## config.mk

```make
export PLATFORM = sky130hd
export DESIGN_NAME = fifo_level
export DESIGN_NICKNAME = d
export VERILOG_FILES = /design/src/rtl/pico_fifo_pkg.sv /design/src/rtl/fifo_level_ctl.sv /design/src/rtl/fifo_level.sv
export SDC_FILE = /design/constraint.sdc
export NUM_CORES = 1
export LEC_CHECK = 0
export BUFFER_PORTS_ARGS = -buffer_cell sky130_fd_sc_hd__buf_4
export CAP_MARGIN = 20
export CORE_MARGIN = 3
export CORE_UTILIZATION = 41
export DETAILED_ROUTE_END_ITERATION = 7
export GPL_ROUTABILITY_DRIVEN = 0
export GPL_TIMING_DRIVEN = 0
export PLACE_DENSITY = 0.59
export SYNTH_ARGS = -nofsm -noshare
export SYNTH_HDL_FRONTEND = slang
export SYNTH_SLANG_ARGS = --single-unit
```

## constraint.sdc

```tcl
create_clock -name clk -period 33.7 [get_ports clk]
set_input_delay 6.74 -clock clk [delete_from_list [all_inputs] [get_ports clk]]
set_output_delay 6.74 -clock clk [all_outputs]
set_load 0.01 [all_outputs]
```

## src/rtl/pico_fifo_pkg.sv

```systemverilog
// pico_fifo_pkg: shared width helper and error-flag bit positions for the pico FIFO family
package pico_fifo_pkg;
  localparam int ERR_OVF = 0;
  localparam int ERR_UDF = 1;
  localparam int ERR_W = 2;
  function automatic int clogb2(input int n);
    int r = 0;
    int v = n - 1;
    while (v > 0) begin
      r++;
      v = v >> 1;
    end
    return (r < 1) ? 1 : r;
  endfunction
endpackage

```

## src/rtl/fifo_level_ctl.sv

```systemverilog
// fifo_level_ctl: occupancy, oldest-entry pointer, threshold and sticky error flags
// Error flags are live only when PICO_FIFO_ERR_EN is defined.
module fifo_level_ctl
  import pico_fifo_pkg::*;
#(
  parameter int DEPTH = 16,
  parameter int AFULL_THRESH = DEPTH - 2,
  parameter int AEMPTY_THRESH = 1,
  localparam int LW = clogb2(DEPTH + 1),
  localparam int PW = clogb2(DEPTH)
) (
  input  logic             clk,
  input  logic             reset,
  input  logic             flush,
  input  logic             addq,
  input  logic             shiftq,
  input  logic             err_clear,
  output logic             push_en,
  output logic [PW-1:0]    ptr,
  output logic [LW-1:0]    level,
  output logic             empty,
  output logic             full,
  output logic             almost_empty,
  output logic             almost_full,
  output logic [ERR_W-1:0] err
);
  logic pop_en;
  logic [LW-1:0] level_nx;
  logic [PW-1:0] ptr_nx;
  assign push_en = ~flush & addq & (~full | (shiftq & ~empty));
  assign pop_en = ~flush & shiftq & ~empty;
  assign level_nx = flush ? '0 : level + LW'(push_en) - LW'(pop_en);
  // Entries shift up on push, so the oldest moves up unless a pop consumes it too
  assign ptr_nx = flush ? '0
                : (push_en & ~pop_en & ~empty) ? ptr + PW'(1)
                : (pop_en & ~push_en & ptr != '0) ? ptr - PW'(1)
                : ptr;
  always_ff @(posedge clk or negedge reset) begin
    if (!reset) begin
      level <= '0;
      ptr <= '0;
      empty <= 1'b1;
      full <= 1'b0;
      almost_empty <= 1'b1;
      almost_full <= 1'b0;
    end else begin
      level <= level_nx;
      ptr <= ptr_nx;
      empty <= level_nx == '0;
      full <= level_nx == LW'(DEPTH);
      almost_empty <= level_nx <= LW'(AEMPTY_THRESH);
      almost_full <= level_nx >= LW'(AFULL_THRESH);
    end
  end
`ifdef PICO_FIFO_ERR_EN
  logic [ERR_W-1:0] err_set;
  always_comb begin
    err_set = '0;
    err_set[ERR_OVF] = addq & full & ~shiftq;
    err_set[ERR_UDF] = shiftq & empty;
  end
  always_ff @(posedge clk or negedge reset) begin
    if (!reset) err <= '0;
    else err <= err_set | (err & {ERR_W{~err_clear}});
  end
`else
  logic unused_err_clear;
  assign unused_err_clear = err_clear;
  assign err = '0;
`endif
endmodule

```

## src/rtl/fifo_level.sv

```systemverilog
// fifo_level: shift-register FIFO with level, threshold flags and optional sticky errors
// Define PICO_FIFO_ERR_EN to enable overflow/underflow reporting.
module fifo_level
  import pico_fifo_pkg::*;
#(
  parameter int WIDTH = 16,
  parameter int DEPTH = 16,
  parameter int AFULL_THRESH = DEPTH - 2,
  parameter int AEMPTY_THRESH = 1,
  localparam int LW = clogb2(DEPTH + 1),
  localparam int PW = clogb2(DEPTH)
) (
  input  logic             clk,
  input  logic             reset,
  input  logic             flush,
  input  logic             addq,
  input  logic [WIDTH-1:0] indata,
  input  logic             shiftq,
  output logic [WIDTH-1:0] outdata,
  output logic             empty,
  output logic             full,
  output logic             almost_empty,
  output logic             almost_full,
  output logic [LW-1:0]    level,
  output logic             overflow,
  output logic             underflow,
  input  logic             err_clear
);
  logic push_en;
  logic [PW-1:0] ptr;
  logic [ERR_W-1:0] err;
  logic [WIDTH-1:0] mem [DEPTH];
  fifo_level_ctl #(
    .DEPTH(DEPTH),
    .AFULL_THRESH(AFULL_THRESH),
    .AEMPTY_THRESH(AEMPTY_THRESH)
  ) u_ctl (
    .clk(clk),
    .reset(reset),
    .flush(flush),
    .addq(addq),
    .shiftq(shiftq),
    .err_clear(err_clear),
    .push_en(push_en),
    .ptr(ptr),
    .level(level),
    .empty(empty),
    .full(full),
    .almost_empty(almost_empty),
    .almost_full(almost_full),
    .err(err)
  );
  // Storage is deliberately unreset; occupancy alone defines validity
  always_ff @(posedge clk) begin
    if (push_en) begin
      mem[0] <= indata;
      for (int i = 1; i < DEPTH; i++) mem[i] <= mem[i-1];
    end
  end
  assign outdata = mem[ptr];
  assign overflow = err[ERR_OVF];
  assign underflow = err[ERR_UDF];
endmodule

```

==> results of run 1 <==
==> final cells by class <==
cell class,instances,share of cell area (%)
Clock inverter,16,0.5438
Sequential cell,269,64.51
Tap cell,330,3.323
Multi-Input combinational cell,200,19.38
Buffer,29,1.480
Timing Repair Buffer,54,4.411
Inverter,12,0.3625
Clock buffer,34,5.992
==> layer usage <==
layer / vias to the layer above / part of all wire, % / routed length [um]
li1: 2249 / - / -
met1: 2714 / 44 / 8839
met2: 149 / 49 / 9742
met3: 28 / 5.4 / 1079
met4: 0 / 1.7 / 344
met5: - / 0 / 0
==> where the power goes <==
part	switching (mW)	internal [mW]
sequential	0.0156	0.405
combinational	0.135	0.120
clock	0.118	0.155
==> synthesized netlist by cell type (all sizes together), types with 3 or more instances <==
cell type / count / area, um^2
clkbuf: 9 / 37.54
dfrtp: 11 / 275.3
mux4: 64 / 1460
a211oi: 17 / 207.7
nor2b: 18 / 112.6
edfxtp: 256 / 7687
ha: 7 / 87.58
a21oi: 6 / 33.78
buf: 20 / 146.4
xor2: 4 / 35.03
inv: 12 / 45.04
nor2: 12 / 45.04
nand2: 33 / 123.9
a31oi: 17 / 106.4
nand2b: 3 / 18.77
==> metrics by stage <==
stage          area (um^2)  power (mW)  hold WS [ns]  utilization, %  instances
4_1_cts              12420      0.9652        0.4418           49.06        944
5_1_grt              12420       1.000        0.4448           49.06        944
3_3_place_gp         11390      0.6916        0.4235           44.98        885
2_1_floorplan        10640      0.6042        0.4172               -        510
6_report             12420      0.9488        0.4384           49.06        944
3_5_place_dp         11610      0.6861        0.4305           45.85        894
==> sequential cells by signal (all words and copies together), names as in the netlist <==
register and flops:
mem 256, u_ctl.level 5, u_ctl.ptr 4, u_ctl.almost_empty 1, u_ctl.almost_full 1, u_ctl.empty 1
u_ctl.full 1
==> worst min path at each step <==
| stage | startpoint | endpoint | slack, ns | cells past startpoint |
|---|---|---|---|---|
| 5_1_grt | mem[14][3] | mem[15][3] | 0.44 | 0 |
| 4_1_cts | mem[14][3] | mem[15][3] | 0.44 | 0 |
| 3_5_place_dp | mem[9][4] | mem[10][4] | 0.43 | 0 |
| 2_1_floorplan | mem[9][0] | mem[10][0] | 0.42 | 0 |
| 3_3_place_gp | mem[8][2] | mem[9][2] | 0.42 | 0 |
| 6_report | mem[14][3] | mem[15][3] | 0.44 | 0 |
==> cells by family (layout without fill, tap and decap cells) <==
kind of cell,after synthesis,after routing
flip-flops,269,269
AND/OR/NAND/NOR,72,72
multiplexers,65,65
AO/OA/AOI/OAI,46,46
buffers and inverters,41,145
adder cells (fa/ha/maj),9,9
XOR/XNOR,6,6
other,1,2
==> run metrics, run 1 <==
CP startpoint=u_ctl.ptr[1]; cell family with most CP delay=buffers and inverters; initial drt markers=546; final hold vios=0; first-pass iteration count of the detailed router=5; #FFs+latches synth=approximately 270; Async S/R FF share, synth=4.833%; RSZ-0062 raised after global routing=no; Mapped Cells=~510; first-pass GRT wire length=around 32,000 um; clock-pin slew on the worst setup and hold paths=0.06 ns; per-cell routed wire length=21.19 um; PortBufs=45; largest net degree at the start of global routing=33; total CTS buffers=28; worst reg2reg path depth=11; element type at the critical path end=output port; met3 Use GR=under 10%; PD cells=76.37 nW/um^2; main combinational cell family by area after synthesis=multiplexers; initial antenna violation count=1; Distinct cells, synth=38; CP peak stage delay=0.62 ns; syn avg cell area=20.90 um^2; post-route ant nets=0; Setup Buffers After CTS=0; IO Count=49; total gr overflow=0; CTS Hold Bufs=0; worst-path fanout max=10; n_diodes=0; Register Area=8015 um^2; Synth Flop Type=edfxtp_1; Fmax=104.5 MHz; Filler cells=between 2,000 and 2,500; Max-Cap Viols=0; synthesized cell area=10,640 um^2; Hold WC Path Type=reg -> reg; Detailed Place HPWL=around 13,000 um; outcome=finished clean; crit path cell chain=buf_2, clkbuf_1, clkbuf_1, nand2_1, a31oi_1, buf_4; Worst-Margin Slew=0.8794 ns; Die X=167.1 um; multi-input logic area=~2400 um^2; final worst slack=around 24 ns; Yosys warning count=0; worst r2r src=u_ctl.empty; GR met1 Demand/Resource=21.24%; Slew headroom=41.37%; Critical Path Start Type=flop; # setup viols final=0; Resized cells post-CTS=0; most common cell after layout, fill and taps aside=edfxtp_1; post-route setup TNS=0 ns; Clock Latency Late Sink=0.53 ns; GR peak layer=met2; VDD IR-drop max=0.05414 mV; Stages on worst setup path=6; Routed WL=20,010 um; final net count=625; most used cell, CP=clkbuf_1; Root Driver=clkbuf_16; Die Y=around 170 um; FP Rows=58; critical path class=reg -> out; required time of the critical path=26.96 ns; EDFF count, synth=about 260; compound-cell area share of the yosys netlist=3.705%; Pleak=4.113 nW; CTS tree=built; Post-Synth XOR/XNOR Area=0.4941%; crit path to=outdata[12]; Final Cycle Share=28.38%; vias per cell=5.445; Synth Area in Simple Gates=3.235%; vias=5,140; synth-to-layout area growth=16.81%; share of layout cells above drive strength 1=30.62%; Worst R2R End=u_ctl.full; Initial Util=42.00%; Total GRT Usage=~14%; mux cell area share after synthesis=~14%; CP Buf/Inv Count=4; Final Skew=approximately 0.0078 ns; Post-Synth Adder-Cell Area=1.200%; number of global-route vias before repair=5,332; die area=27,910 um^2; routing usage on met2=22.56%; Final Critical Period=9.565 ns; Worst path slowest cell=clkbuf_1; core area=25,330 um^2; r2r setup slk=30.62 ns; pre-CTS WS=24.15 ns; most frequent cells in the layout=256 x edfxtp_1, 59 x mux4_2, 49 x buf_4; fin. max-slew vios=0; arrival time at the worst endpoint=2.82 ns; sequential area share after synthesis=between 70% and 80%; clock sink count=269; maximum root-to-sink buffer count=3; H-tree depth=1; DRC=0
Note: power is estimated with default switching activity, not from simulation.
==> run 2, diff against run 1 <==
ABC_AREA = 1   (was default)
clock period = 9.1 ns   (was 33.7 ns; I/O delays follow)
==> run metrics, run 2 <==
outcome=finished clean; total CTS buffers=29 (+3.6%); initial drt markers=644 (+18%); worst-path fanout max=10 (unchanged); synth-to-layout area growth=15.56%; most used cell, CP=nand2_1; Mapped Cells=863 (+70%); first-pass GRT wire length=36,660 um (+16%); Initial Util=42.47% (+0.48 points); number of global-route vias before repair=6,688 (+25%); top flop regs=mem x256, u_ctl.level x5, u_ctl.ptr x4; Final Skew=0.009141 ns (+0.001345 ns); Resized cells post-CTS=0 (unchanged); maximum root-to-sink buffer count=3 (unchanged); Distinct cells, synth=31 (-18%); post-route ant nets=0 (unchanged); Hold Slack=0.4388 ns (+0.0003470 ns); Slew headroom=54.37% (+13 points); Async S/R FF share, synth=4.833% (unchanged); Root Driver=clkbuf_16; IO Count=49 (unchanged); RSZ-0062 raised after global routing=no; clock-pin slew on the worst setup and hold paths=0.06 ns (about the same); final hold vios=0 (unchanged); initial antenna violation count=0 (-1); Hold WC Path Type=reg -> reg; syn avg cell area=12.61 um^2 (-40%); Detailed Place HPWL=15,490 um (+21%); PD cells=298.4 nW/um^2 (+290%); Clock Latency Late Sink=0.54 ns (about the same); Commonest cells post-synth=256 x edfxtp_1, 171 x nor2_1, 127 x o21ai_0; first-pass iteration count of the detailed router=5 (unchanged); per-cell routed wire length=17.94 um (-15%); Final Critical Period=4.544 ns; # setup viols final=0 (unchanged); largest net degree at the start of global routing=101 (+210%); Routed WL=23,200 um (+16%); Fmax=between 200 and 250 MHz; Max-Cap Viols=0 (unchanged); share of layout cells above drive strength 1=13.19% (-17 points); sequential area share after synthesis=73.67% (-1.7 points); Biggest register=mem; CTS tree=built; Core Util, Final=49.08% (about the same); vias=6,669 (+30%); crit path cell chain=inv_1, clkbuf_1, o21ai_0, o22ai_1, nand2_1, nand2_1, inv_1, nand2_1, buf_4; Critical Path Start Type=flop; required time of the critical path=7.28 ns (-19.68 ns); most frequent cells in the layout=256 x edfxtp_1, 171 x nor2_1, 127 x o21ai_0; final net count=973 (+56%); Yosys warning count=0 (unchanged); Hold Crit Start=mem[9][4]; H-tree depth=1 (unchanged); Pleak=4.549 nW (+11%); max reg flops=256 (unchanged); die area=28,530 um^2 (+2.2%); Worst-Margin Slew=0.6845 ns (-0.1950 ns); CTS Hold Bufs=0 (unchanged); clock sink count=269 (unchanged); count leader, synth=edfxtp_1; #FFs+latches synth=269 (unchanged); Die X=168.9 um (+1.1%); element type at the critical path end=output port; Final Cycle Share=49.93%; vias per cell=5.158 (-5.3%); DRC=0 (unchanged); Total GRT Usage=16.03% (+1.6 points); total gr overflow=0 (unchanged); critical path class=reg -> out; EDFF count, synth=256 (unchanged); worst r2r src=u_ctl.empty; Die Y=168.9 um (+1.1%); n_diodes=0 (unchanged); synthesized cell area=10,880 um^2 (+2.3%); arrival time at the worst endpoint=2.72 ns (-0.10 ns); core area=25,620 um^2 (+1.1%); VDD IR-drop max=0.1672 mV (+210%); PortBufs=45 (unchanged); share of the synthesized area in the top cell type=70.65% (-1.6 points); fin. max-slew vios=0 (unchanged); biggest area consumer among synthesized cells=edfxtp_1; most common cell after layout, fill and taps aside=edfxtp_1; Worst path slowest cell=dfrtp_1; ranking of synthesized cells by area=edfxtp_1 71%, nor2_1 5.9%, o21ai_0 5.8%, nand2_1 2.9%, dfrtp_1 2.5%; CP startpoint=u_ctl.ptr[1]; Filler cells=2,287 (+12%); CP peak stage delay=0.51 ns (-0.11 ns); Synth Flop Type=edfxtp_1; FP Rows=58 (unchanged); Setup Buffers After CTS=0 (unchanged)
run 2: cell count changes in the layout (fill, tap and decap cells not counted), sizes merged, moves of 32 or more:
| cell | previous run | this run |
|---|---|---|
| nor2 | 12 | 173 |
| o22ai | 0 | 32 |
| o21ai | 1 | 132 |
| mux4 | 64 | 0 |
| nand2 | 33 | 83 |
| o211ai | 0 | 32 |
run 2: logic make-up after synthesis:
group	after synthesis	synth area share, %
compound gates	200	10.46
fa+ha+maj	9	1.173
simple gates	289	10.60
xor+xnor	3	0.2415
buf+inv	92	3.818
other cells	1	0.03447
flops	269	73.67
run 2: final timing paths:
path	to	slack, ns	cells past startpoint
max	outdata[3]	4.56	9
min	mem[10][4]	0.44	0
max reg2reg	u_ctl.empty	5.87	15
min reg2reg	mem[10][4]	0.44	0
max in group asynchronous	u_ctl.almost_empty	7.74	1
min in group asynchronous	u_ctl.full	1.12	1
run 2: layout make-up:
cell class | count | area, um^2 | area share (%)
Clock buffer | 39 | 763.2 | 6.070
Buffer | 50 | 257.7 | 2.050
Sequential cell | 269 | 8015 | 63.75
Clock inverter | 13 | 112.6 | 0.8956
Multi-Input combinational cell | 503 | 2454 | 19.51
Timing Repair Buffer | 47 | 392.9 | 3.125
Tap cell | 330 | 412.9 | 3.284
Inverter | 42 | 165.2 | 1.314
run 2: critical path, delay by kind of cell, from the launching register on:
family                 cells  cell delay [ns]
AO/OA/AOI/OAI              2             0.51
buffers and inverters      4             0.90
flip-flops                 1             0.51
AND/OR/NAND/NOR            3             0.27
run 2: routing by layer:
metal / up-vias / track usage [%] / part of all wire, %
li1: 3263 / - / -
met1: 3198 / 21.63 / 43
met2: 162 / 27.20 / 49
met3: 46 / 2.289 / 5.4
met4: 0 / 4.660 / 2.4
met5: - / 0 / 0
run 2: report_power, final:
group / internal [mW] / total (mW) / switching [mW]
Combinational: 0.395 / 1.13 / 0.733
Sequential: 1.48 / 1.53 / 0.0534
Clock: 0.640 / 1.09 / 0.452
run 2: through the flow:
step           total power, mW  setup TNS [ns]  std cells  setup slack, ns  instance area, um^2
2_1_floorplan            2.262               0        864          0.07055                10880
3_3_place_gp             2.703         -296.70       1239           -2.578                11630
3_5_place_dp             2.696               0       1241            4.176                11700
4_1_cts                  3.798               0       1293            4.546                12570
6_report                 3.752               0       1293            4.556                12570
5_1_grt                  3.970               0       1293            4.452                12570
==> run 3, diff against run 2 <==
ABC_AREA = 0   (was 1)
PLACE_DENSITY = 0.61   (was 0.59)
clock period = 4.1 ns   (was 9.1 ns; I/O delays follow)
==> run metrics, run 3 (synthesis results as in run 1) <==
outcome=finished clean; Total GRT Usage=14.57% (-1.5 points); die area=27,910 um^2 (-2.2%); initial drt markers=461 (-28%); most frequent cells in the layout=256 x edfxtp_1, 59 x mux4_2, 49 x buf_4; core area=25,330 um^2 (-1.1%); arrival time at the worst endpoint=2.81 ns (+0.09 ns); H-tree depth=1 (unchanged); Final Cycle Share=88.45%; number of global-route vias before repair=5,402 (-19%); Die Y=167.1 um (-1.1%); initial antenna violation count=0 (unchanged); FP Rows=58 (unchanged); per-cell routed wire length=21.68 um (+21%); Biggest register=mem; Fmax=275.8 MHz; Routed WL=20,480 um (-12%); multi-input logic area=2422 um^2 (-1.3%); total CTS buffers=29 (unchanged); met3 Use GR=2.848% (+0.56 points); Resized cells post-CTS=0 (unchanged); vias per cell=5.381 (+4.3%); n_diodes=0 (unchanged); Hold WC Path Type=in -> async; share of layout cells above drive strength 1=31.71% (+19 points); final hold vios=0 (unchanged); clock-pin slew on the worst setup and hold paths=0.06 ns (about the same); PD cells=647.8 nW/um^2 (+120%); largest net degree at the start of global routing=34 (-66%); Filler cells=1,995 (-13%); routing usage on met2=24.28% (-2.9 points); Register Area=8015 um^2 (unchanged); total gr overflow=0 (unchanged); top flop regs=mem x256, u_ctl.level x5, u_ctl.ptr x4; final net count=625 (-36%); CTS tree=built; required time of the critical path=3.28 ns (-4.00 ns); vias=5,085 (-24%); VDD IR-drop max=0.3019 mV (+81%); first-pass iteration count of the detailed router=5 (unchanged); Core Util, Final=49.43% (+0.35 points); Root Driver=clkbuf_16; Die X=167.1 um (-1.1%); Clock Latency Late Sink=0.53 ns (about the same); Hold Slack=0.1189 ns (-0.3199 ns); post-route ant nets=0 (unchanged); Final Skew=0.01255 ns (+0.003410 ns); DRC=0 (unchanged); worst reg2reg path depth=10 (-5); Max-Cap Viols=0 (unchanged); Detailed Place HPWL=12,880 um (-17%); element type at the critical path end=output port; fin. max-slew vios=0 (unchanged); Initial Util=42.00% (-0.48 points); maximum root-to-sink buffer count=3 (unchanged); worst-path fanout max=10 (unchanged); first-pass GRT wire length=31,800 um (-13%); Setup Buffers After CTS=0 (unchanged); Final Critical Period=about 3.6 ns; RSZ-0062 raised after global routing=no; clock sink count=269 (unchanged); synth-to-layout area growth=17.69%; PortBufs=45 (unchanged); Slew headroom=32.10% (-22 points); critical path class=reg -> out; pre-CTS WS=0.6544 ns (-3.522 ns); Critical Path Start Type=flop; Worst-Margin Slew=1.016 ns (+0.3318 ns); GR peak layer=met2; # setup viols final=0 (unchanged); final worst slack=0.4737 ns (-4.083 ns); Pleak=4.162 nW (-8.5%); GR met1 Demand/Resource=20.17% (-1.5 points); max reg flops=256 (unchanged); IO Count=49 (unchanged); most common cell after layout, fill and taps aside=edfxtp_1; CTS Hold Bufs=0 (unchanged)
-- run 3: layout make-up --
type	instances	area share, %
Sequential cell	269	64.03
Tap cell	330	3.298
Inverter	12	0.3598
Multi-Input combinational cell	200	19.35
Clock buffer	34	5.947
Timing Repair Buffer	53	4.098
Buffer	29	1.469
Clock inverter	18	1.449
-- run 3: final timing paths --
kind	start	end	slack [ns]
worst max-delay path	u_ctl.ptr[1]	outdata[4]	0.47
worst min-delay path	reset	u_ctl.level[1]	0.12
worst max register to register	u_ctl.empty	u_ctl.full	1.18
worst min register to register	mem[9][1]	mem[10][1]	0.44
max in group asynchronous	reset	u_ctl.empty	3.74
min in group clk	mem[9][1]	mem[10][1]	0.44
-- run 3: report_power, final --
part	internal (mW)	leakage (nW)	switching, mW
Combinational	0.983	1.15	1.12
Clock	1.54	0.450	1.01
Sequential	3.33	2.56	0.130
-- run 3: layer usage --
layer | up-vias | wire, um
met2 | 146 | 10270
li1 | 2246 | -
met1 | 2665 | 8865
met4 | 0 | 318
met3 | 28 | 1030
met5 | - | 0
-- run 3: worst max-delay path: stages, from the launching register on --
cell and delay, ns:
dfrtp_1 0.35, buf_2 0.20, clkbuf_1 0.71, mux4_2 0.43
a211oi_2 0.25, a31oi_1 0.11, buf_4 0.22
-- run 3: stage by stage --
stage	instance area (um^2)	cells	TNS [ns]	total power [mW]
floorplan	10670	510	-403.09	4.895
global placement	11420	885	-739.71	5.585
detailed placement	11590	893	0	5.653
CTS	12520	945	0	8.222
global route	12520	945	0	8.502
finish	12520	945	0	8.110
